===== src/rtl/if_id_queue_if.sv =====
// IF/ID queue handshake bundle: fetch push side and decode pop side.
// The queue takes the slave modport; the fetch/decode environment takes master.
interface if_id_queue_if #(
  parameter int ADDR_W = 32
);
  logic              if_valid;
  logic              if_ready;
  logic [ADDR_W-1:0] if_pc;
  logic [31:0]       if_inst;
  logic              id_valid;
  logic              id_ready;
  logic [ADDR_W-1:0] id_pc;
  logic [5:0]        id_opcode;
  logic [4:0]        id_rs;
  logic [4:0]        id_rt;
  logic [4:0]        id_rd;
  logic [4:0]        id_sa;
  logic [5:0]        id_fn;
  logic [31:0]       id_imm;
  logic [25:0]       id_target;

  modport slave (
    input  if_valid, if_pc, if_inst, id_ready,
    output if_ready, id_valid, id_pc, id_opcode,
    output id_rs, id_rt, id_rd, id_sa, id_fn,
    output id_imm, id_target
  );

  modport master (
    output if_valid, if_pc, if_inst, id_ready,
    input  if_ready, id_valid, id_pc, id_opcode,
    input  id_rs, id_rt, id_rd, id_sa, id_fn,
    input  id_imm, id_target
  );
endinterface


===== src/rtl/if_id_queue.sv =====
// IF/ID instruction queue: DEPTH-entry FIFO with flush and head decode.
// Optional perf counters built only when IF_ID_PERF_CNT_EN is defined.
module if_id_queue #(
  parameter int ADDR_W = 32,
  parameter int DEPTH  = 4,
  parameter int CNT_W  = 3
) (
  input  logic             clk,
  input  logic             rst,
  input  logic             flush,
  if_id_queue_if.slave     bus,
  output logic [CNT_W-1:0] occupancy,
  output logic [31:0]      stall_cnt,
  output logic [31:0]      bubble_cnt
);
  localparam int PTR_W = $clog2(DEPTH);
  localparam logic [CNT_W-1:0] FULL = CNT_W'(DEPTH);

  logic [ADDR_W-1:0] pc_mem_q   [DEPTH];
  logic [31:0]       inst_mem_q [DEPTH];

  logic [PTR_W-1:0] rd_ptr_q, rd_ptr_d;
  logic [PTR_W-1:0] wr_ptr_q, wr_ptr_d;
  logic [CNT_W-1:0] cnt_q, cnt_d;

  logic full, empty, push, pop;
  logic [ADDR_W-1:0] head_pc;
  logic [31:0]       head_inst;
  logic              is_zext, is_lui;

  assign full  = (cnt_q == FULL);
  assign empty = (cnt_q == '0);
  assign push  = bus.if_valid && !full && !flush;
  assign pop   = !empty && bus.id_ready && !flush;

  assign bus.if_ready = !full;
  assign bus.id_valid = !empty;
  assign occupancy    = cnt_q;

  // Next pointer/count; flush drops everything, including the offer.
  always_comb begin
    rd_ptr_d = rd_ptr_q;
    wr_ptr_d = wr_ptr_q;
    cnt_d    = cnt_q;
    if (flush) begin
      rd_ptr_d = wr_ptr_q;
      cnt_d    = '0;
    end else begin
      if (push) wr_ptr_d = wr_ptr_q + PTR_W'(1);
      if (pop)  rd_ptr_d = rd_ptr_q + PTR_W'(1);
      unique case ({push, pop})
        2'b10:   cnt_d = cnt_q + CNT_W'(1);
        2'b01:   cnt_d = cnt_q - CNT_W'(1);
        default: cnt_d = cnt_q;
      endcase
    end
  end

  // Pointer and occupancy registers.
  always_ff @(posedge clk) begin
    if (rst) begin
      rd_ptr_q <= '0;
      wr_ptr_q <= '0;
      cnt_q    <= '0;
    end else begin
      rd_ptr_q <= rd_ptr_d;
      wr_ptr_q <= wr_ptr_d;
      cnt_q    <= cnt_d;
    end
  end

  // Entry storage; contents need no reset since empty heads read as 0.
  always_ff @(posedge clk) begin
    if (!rst && push) begin
      pc_mem_q[wr_ptr_q]   <= bus.if_pc;
      inst_mem_q[wr_ptr_q] <= bus.if_inst;
    end
  end

  // Head entry, forced to zero when the queue is empty.
  always_comb begin
    head_pc   = '0;
    head_inst = '0;
    if (!empty) begin
      head_pc   = pc_mem_q[rd_ptr_q];
      head_inst = inst_mem_q[rd_ptr_q];
    end
  end

  assign bus.id_pc     = head_pc;
  assign bus.id_opcode = head_inst[31:26];
  assign bus.id_rs     = head_inst[25:21];
  assign bus.id_rt     = head_inst[20:16];
  assign bus.id_rd     = head_inst[15:11];
  assign bus.id_sa     = head_inst[10:6];
  assign bus.id_fn     = head_inst[5:0];
  assign bus.id_target = head_inst[25:0];

  assign is_zext = (head_inst[31:26] == 6'h0C) ||
                   (head_inst[31:26] == 6'h0D) ||
                   (head_inst[31:26] == 6'h0E);
  assign is_lui  = (head_inst[31:26] == 6'h0F);

  // Immediate: logical ops zero-extend, LUI shifts, rest sign-extend.
  always_comb begin
    bus.id_imm = {{16{head_inst[15]}}, head_inst[15:0]};
    unique case (1'b1)
      is_zext: bus.id_imm = {16'h0, head_inst[15:0]};
      is_lui:  bus.id_imm = {head_inst[15:0], 16'h0};
      default: bus.id_imm = {{16{head_inst[15]}}, head_inst[15:0]};
    endcase
  end

`ifdef IF_ID_PERF_CNT_EN
  logic [31:0] stall_q, stall_d;
  logic [31:0] bubble_q, bubble_d;

  // Stall/bubble increments; flush does not disturb them.
  always_comb begin
    stall_d  = stall_q;
    bubble_d = bubble_q;
    if (!empty && !bus.id_ready) stall_d = stall_q + 32'd1;
    if (empty) bubble_d = bubble_q + 32'd1;
  end

  // Performance counter registers.
  always_ff @(posedge clk) begin
    if (rst) begin
      stall_q  <= '0;
      bubble_q <= '0;
    end else begin
      stall_q  <= stall_d;
      bubble_q <= bubble_d;
    end
  end

  assign stall_cnt  = stall_q;
  assign bubble_cnt = bubble_q;
`else
  assign stall_cnt  = 32'h0;
  assign bubble_cnt = 32'h0;
`endif
endmodule


===== src/flat_wrapper.sv =====
// flat-port wrapper written by rule: the top's interface ports become plain ports
module if_id_queue_flat 
#(
  parameter int ADDR_W = 32,
  parameter int DEPTH  = 4,
  parameter int CNT_W  = 3
)
  (clk, rst, flush, occupancy, stall_cnt, bubble_cnt, bus_if_valid, bus_if_pc, bus_if_inst, bus_id_ready, bus_if_ready, bus_id_valid, bus_id_pc, bus_id_opcode, bus_id_rs, bus_id_rt, bus_id_rd, bus_id_sa, bus_id_fn, bus_id_imm, bus_id_target);
  if_id_queue_if #(.ADDR_W(ADDR_W)) bus_i ();
  input  logic clk;
  input  logic rst;
  input  logic flush;
  output logic [CNT_W-1:0] occupancy;
  output logic [31:0] stall_cnt;
  output logic [31:0] bubble_cnt;
  input wire logic [$bits(bus_i.if_valid)-1:0] bus_if_valid;
  input wire logic [$bits(bus_i.if_pc)-1:0] bus_if_pc;
  input wire logic [$bits(bus_i.if_inst)-1:0] bus_if_inst;
  input wire logic [$bits(bus_i.id_ready)-1:0] bus_id_ready;
  output wire logic [$bits(bus_i.if_ready)-1:0] bus_if_ready;
  output wire logic [$bits(bus_i.id_valid)-1:0] bus_id_valid;
  output wire logic [$bits(bus_i.id_pc)-1:0] bus_id_pc;
  output wire logic [$bits(bus_i.id_opcode)-1:0] bus_id_opcode;
  output wire logic [$bits(bus_i.id_rs)-1:0] bus_id_rs;
  output wire logic [$bits(bus_i.id_rt)-1:0] bus_id_rt;
  output wire logic [$bits(bus_i.id_rd)-1:0] bus_id_rd;
  output wire logic [$bits(bus_i.id_sa)-1:0] bus_id_sa;
  output wire logic [$bits(bus_i.id_fn)-1:0] bus_id_fn;
  output wire logic [$bits(bus_i.id_imm)-1:0] bus_id_imm;
  output wire logic [$bits(bus_i.id_target)-1:0] bus_id_target;
  assign bus_i.if_valid = bus_if_valid;
  assign bus_i.if_pc = bus_if_pc;
  assign bus_i.if_inst = bus_if_inst;
  assign bus_i.id_ready = bus_id_ready;
  assign bus_if_ready = bus_i.if_ready;
  assign bus_id_valid = bus_i.id_valid;
  assign bus_id_pc = bus_i.id_pc;
  assign bus_id_opcode = bus_i.id_opcode;
  assign bus_id_rs = bus_i.id_rs;
  assign bus_id_rt = bus_i.id_rt;
  assign bus_id_rd = bus_i.id_rd;
  assign bus_id_sa = bus_i.id_sa;
  assign bus_id_fn = bus_i.id_fn;
  assign bus_id_imm = bus_i.id_imm;
  assign bus_id_target = bus_i.id_target;
  if_id_queue #(.ADDR_W(ADDR_W), .DEPTH(DEPTH), .CNT_W(CNT_W)) u_core (.clk(clk), .rst(rst), .flush(flush), .bus(bus_i), .occupancy(occupancy), .stall_cnt(stall_cnt), .bubble_cnt(bubble_cnt));
endmodule

===== config.mk =====
export PLATFORM = sky130hd
export DESIGN_NAME = if_id_queue_flat
export DESIGN_NICKNAME = d
export VERILOG_FILES = /design/src/rtl/if_id_queue_if.sv /design/src/rtl/if_id_queue.sv /design/src/flat_wrapper.sv
export SDC_FILE = /design/constraint.sdc
export NUM_CORES = 1
export LEC_CHECK = 0
export ABC_AREA = 1
export ABC_CLOCK_PERIOD_IN_PS = 5800
export CORE_MARGIN = 2
export CORE_UTILIZATION = 40
export DETAILED_ROUTE_END_ITERATION = 7
export PLACE_DENSITY = 0.73
export SYNTH_ARGS = -nofsm -noshare
export SYNTH_HDL_FRONTEND = slang
export SYNTH_SLANG_ARGS = --single-unit

===== constraint.sdc =====
create_clock -name clk -period 5.8 [get_ports clk]
set_clock_uncertainty 0.1 [all_clocks]
set_input_delay 0.58 -clock clk [delete_from_list [all_inputs] [get_ports clk]]
set_output_delay 0.58 -clock clk [all_outputs]
set_load 0.02 [all_outputs]

==> results.toml <==
[placement]
gp_congestion = 0.717
io_buffer_count = 195
dpl.hpwl_mm = 15.3
pre_cts_slack_ns = 1.47
postPlaceCellArea_mm2 = 0.0133

[sta]
finalCritPeriodShare_pct = 83.1
hold_viol = 0
max_slew_margin_pct = 24.5
final.setup.tns_ns = 0
setup_slack_ns = 0.979
max_clock_freq_ghz = 0.207
rsz0062_at_grt = "false"
fin_crit_ns = 4.82
setup_viol = 0
worstMarginPinSlew_ns = 1.13
drv_slew = 0

[synthesis]
synth_edf_count = 256
yosysWarnings = 0
synth.cell_area_mm2 = 0.0114
syn_area_per_cell_um2 = 11.6
async_flop_share_pct = 0
yosys.cell_types.count = 26
synth-seq-area-share_pct = 69.0
yosys_register_bits = 265
synthesis.instances = 986
ys.flop_type = "edfxtp_1"

[floorplanning]
rows = 61
ios = 260
fp.dieH_um = 173
die_width_um = 173
die_area_mm2 = 0.0299
start_util_pct = 40.8
coreArea_mm2 = 0.0279

[critical_path]
cp-end-kind = "output pin"
r2r_end = "u_core.pc_mem_q[3][20]"
worstReg2RegStart = "u_core.occupancy[0]"
path_cells = "clkinv_2 -> nand2_1 -> nand3_1 -> nand2_1 -> nand3_2 -> nor2_2 -> nand3_1 -> nand2_1 -> clkdlybuf4s50_1"
cpMostUsedCell = "nand2_1"
path_class = "reg -> out"
cp_max_fo = 56
path_buf_inv = 2
crit_required_ns = 5.12
critPathTopFamily = "simple AND/OR/NAND/NOR gates"
cp_slowest_cell = "nor2_2"
worstPathArrival_ns = 4.14
reg2reg_slack_ns = 3.10
start_kind = "register"
reg2reg_depth = 5
slowest_delay_ns = 0.88

[hold_path]
min_path_cells = 1
hp-class = "reg -> reg"
worstHoldStart = "u_core.occupancy[0]"
hold_end = "u_core.occupancy[0]"

[clock_tree]
cts_sinks = 265
htreeDepth = 1
ctsResizeCount = 0
post_cts_buffers = 0
clockBufferDepth = 3
numCtsBuffers = 27
cts_hold_buf = 0
clkLatencyLatePin_ns = 0.51
clk_pin_slew_ns = 0.06
clock_tree.root_cell = "clkbuf_16"
cts_tree = "built"

[grt]
grt-ovfl-total = 0
antenna_found_initial = 2
grt_pass1_vias = 7191
grt_usage_pct = 16.6
grt_pass1_wl_mm = 39.2
grt_max_degree = 89

[route]
drt_iter0_drc = 420
vias_per_cell = 4.82
drc = 0
drt-wirelength-per-cell_um = 16.8
postRouteAntennaNets = 0
drt_wl_total_mm = 25.8
drt_pass1_iterations = 5
vias = 7419

[layout]
syn2layout_area_growth_pct = 24.4
drive_above_1_share_pct = 5.61
fill_cells = 2379
stdcell_area_mm2 = 0.0142
final_nets = 1214

[power]
leakage_nw = 4.97
power_density_mw_per_mm2 = 310
ir_drop_uv = 193

[flow_run]
cap_violations = 0

[outcome]
outcome = "finished, final reports clean"
[cell families after synthesis]
group	synth area share (%)
xor gates and xnor gates	0.0768
buffers and inverters	9.12
adders and majority gates	0.724
and+or+nand+nor	11.4
other	0.0329
AOI/OAI and AO/OA	9.67
DFF	69.0
[placed cells by master, fill, tap and decap left out, types with 6 or more instances in the layout]
cell type and count:
nand3_1 28, conb_1 64, bufinv_16 6, buf_4 7, edfxtp_1 256, nor2_1 242, clkinv_2 8, o21ai_0 117
a21oi_1 67, clkdlybuf4s50_1 195, a21boi_0 8, dfxtp_1 7, o21ai_1 6, nand2_1 56, clkbuf_16 27, a21boi_1 8
inv_1 24
[stage by stage]
| stage | util (%) | hold WS (ns) | total power, W | cells |
|---|---|---|---|---|
| CTS | 50.8 | 0.400 | 0.00444 | 1536 |
| detailed placement | 47.5 | 0.389 | 0.00265 | 1488 |
| floorplan | - | 0.384 | 0.00249 | 1049 |
| global placement | 47.5 | 0.361 | 0.00264 | 1488 |
| global route | 50.8 | 0.440 | 0.00455 | 1536 |
| finish | 50.8 | 0.396 | 0.00440 | 1538 |
[flip-flops by register name, summed over array words and instances (netlist names), named ones only]
name and count:
u_core.inst_mem_q 128, u_core.pc_mem_q 128, u_core.rd_ptr_q 2, u_core.wr_ptr_q 2, u_core.occupancy 3
[layer usage]
layer / GRT usage, % / vias to the layer above / wire, um
li1: - / 3564 / -
met1: 19.7 / 3537 / 10400
met2: 30.7 / 279 / 13200
met3: 2.88 / 39 / 1600
met4: 4.94 / 0 / 560
met5: 0 / - / 0
[cell usage after synthesis (9+ instances only)]
master | instances | area share [%]
nand2_1 | 56 | 1.8
nand3_1 | 28 | 1.2
o21ai_0 | 117 | 5.1
a21oi_1 | 67 | 2.9
nor2_1 | 246 | 8.1
buf_2 | 21 | 0.92
dfxtp_1 | 9 | 1.6
buf_4 | 99 | 6.5
inv_1 | 25 | 0.82
clkbuf_1 | 18 | 0.59
edfxtp_1 | 256 | 67
[worst register-to-register path, stage by stage, from the launching register on]
cell     delay [ns]
dfxtp_1        0.37
inv_1          0.10
nand3_1        0.12
nand3_1        0.35
nor2_4         0.98
buf_12         0.32
[report_power, final]
part | switching, W | internal (W) | total (W)
Sequential | 0.0000138 | 0.00213 | 0.00214
Clock | 0.000676 | 0.00112 | 0.00179
Combinational | 0.000296 | 0.000171 | 0.000466
[final cells by class]
| cell class | instances | area, um2 | share of cell area, % |
|---|---|---|---|
| Antenna cell | 2 | 5.00 | 0.0353 |
| Sequential cell | 265 | 7870 | 55.5 |
| Clock buffer | 32 | 694 | 4.90 |
| Multi-Input combinational cell | 613 | 2760 | 19.5 |
| Clock inverter | 16 | 230 | 1.62 |
| Inverter | 28 | 106 | 0.750 |
| Tap cell | 378 | 473 | 3.33 |
| Timing Repair Buffer | 204 | 2040 | 14.4 |
[worst max-delay path by stage]
stage               depth (start not counted)  slack, ns           startpoint                      end
global placement                            9       1.50             register           bus_id_imm[24]
CTS                                         9       0.92             register           bus_id_imm[24]
floorplan                                   4       1.52  u_core.occupancy[0]  u_core.inst_mem_q[0][0]
finish                                      9       0.98             register           bus_id_imm[16]
detailed placement                          9       1.47             register           bus_id_imm[16]
global route                                9       0.54             register           bus_id_imm[23]
Note: power is estimated with default switching activity, not from simulation.
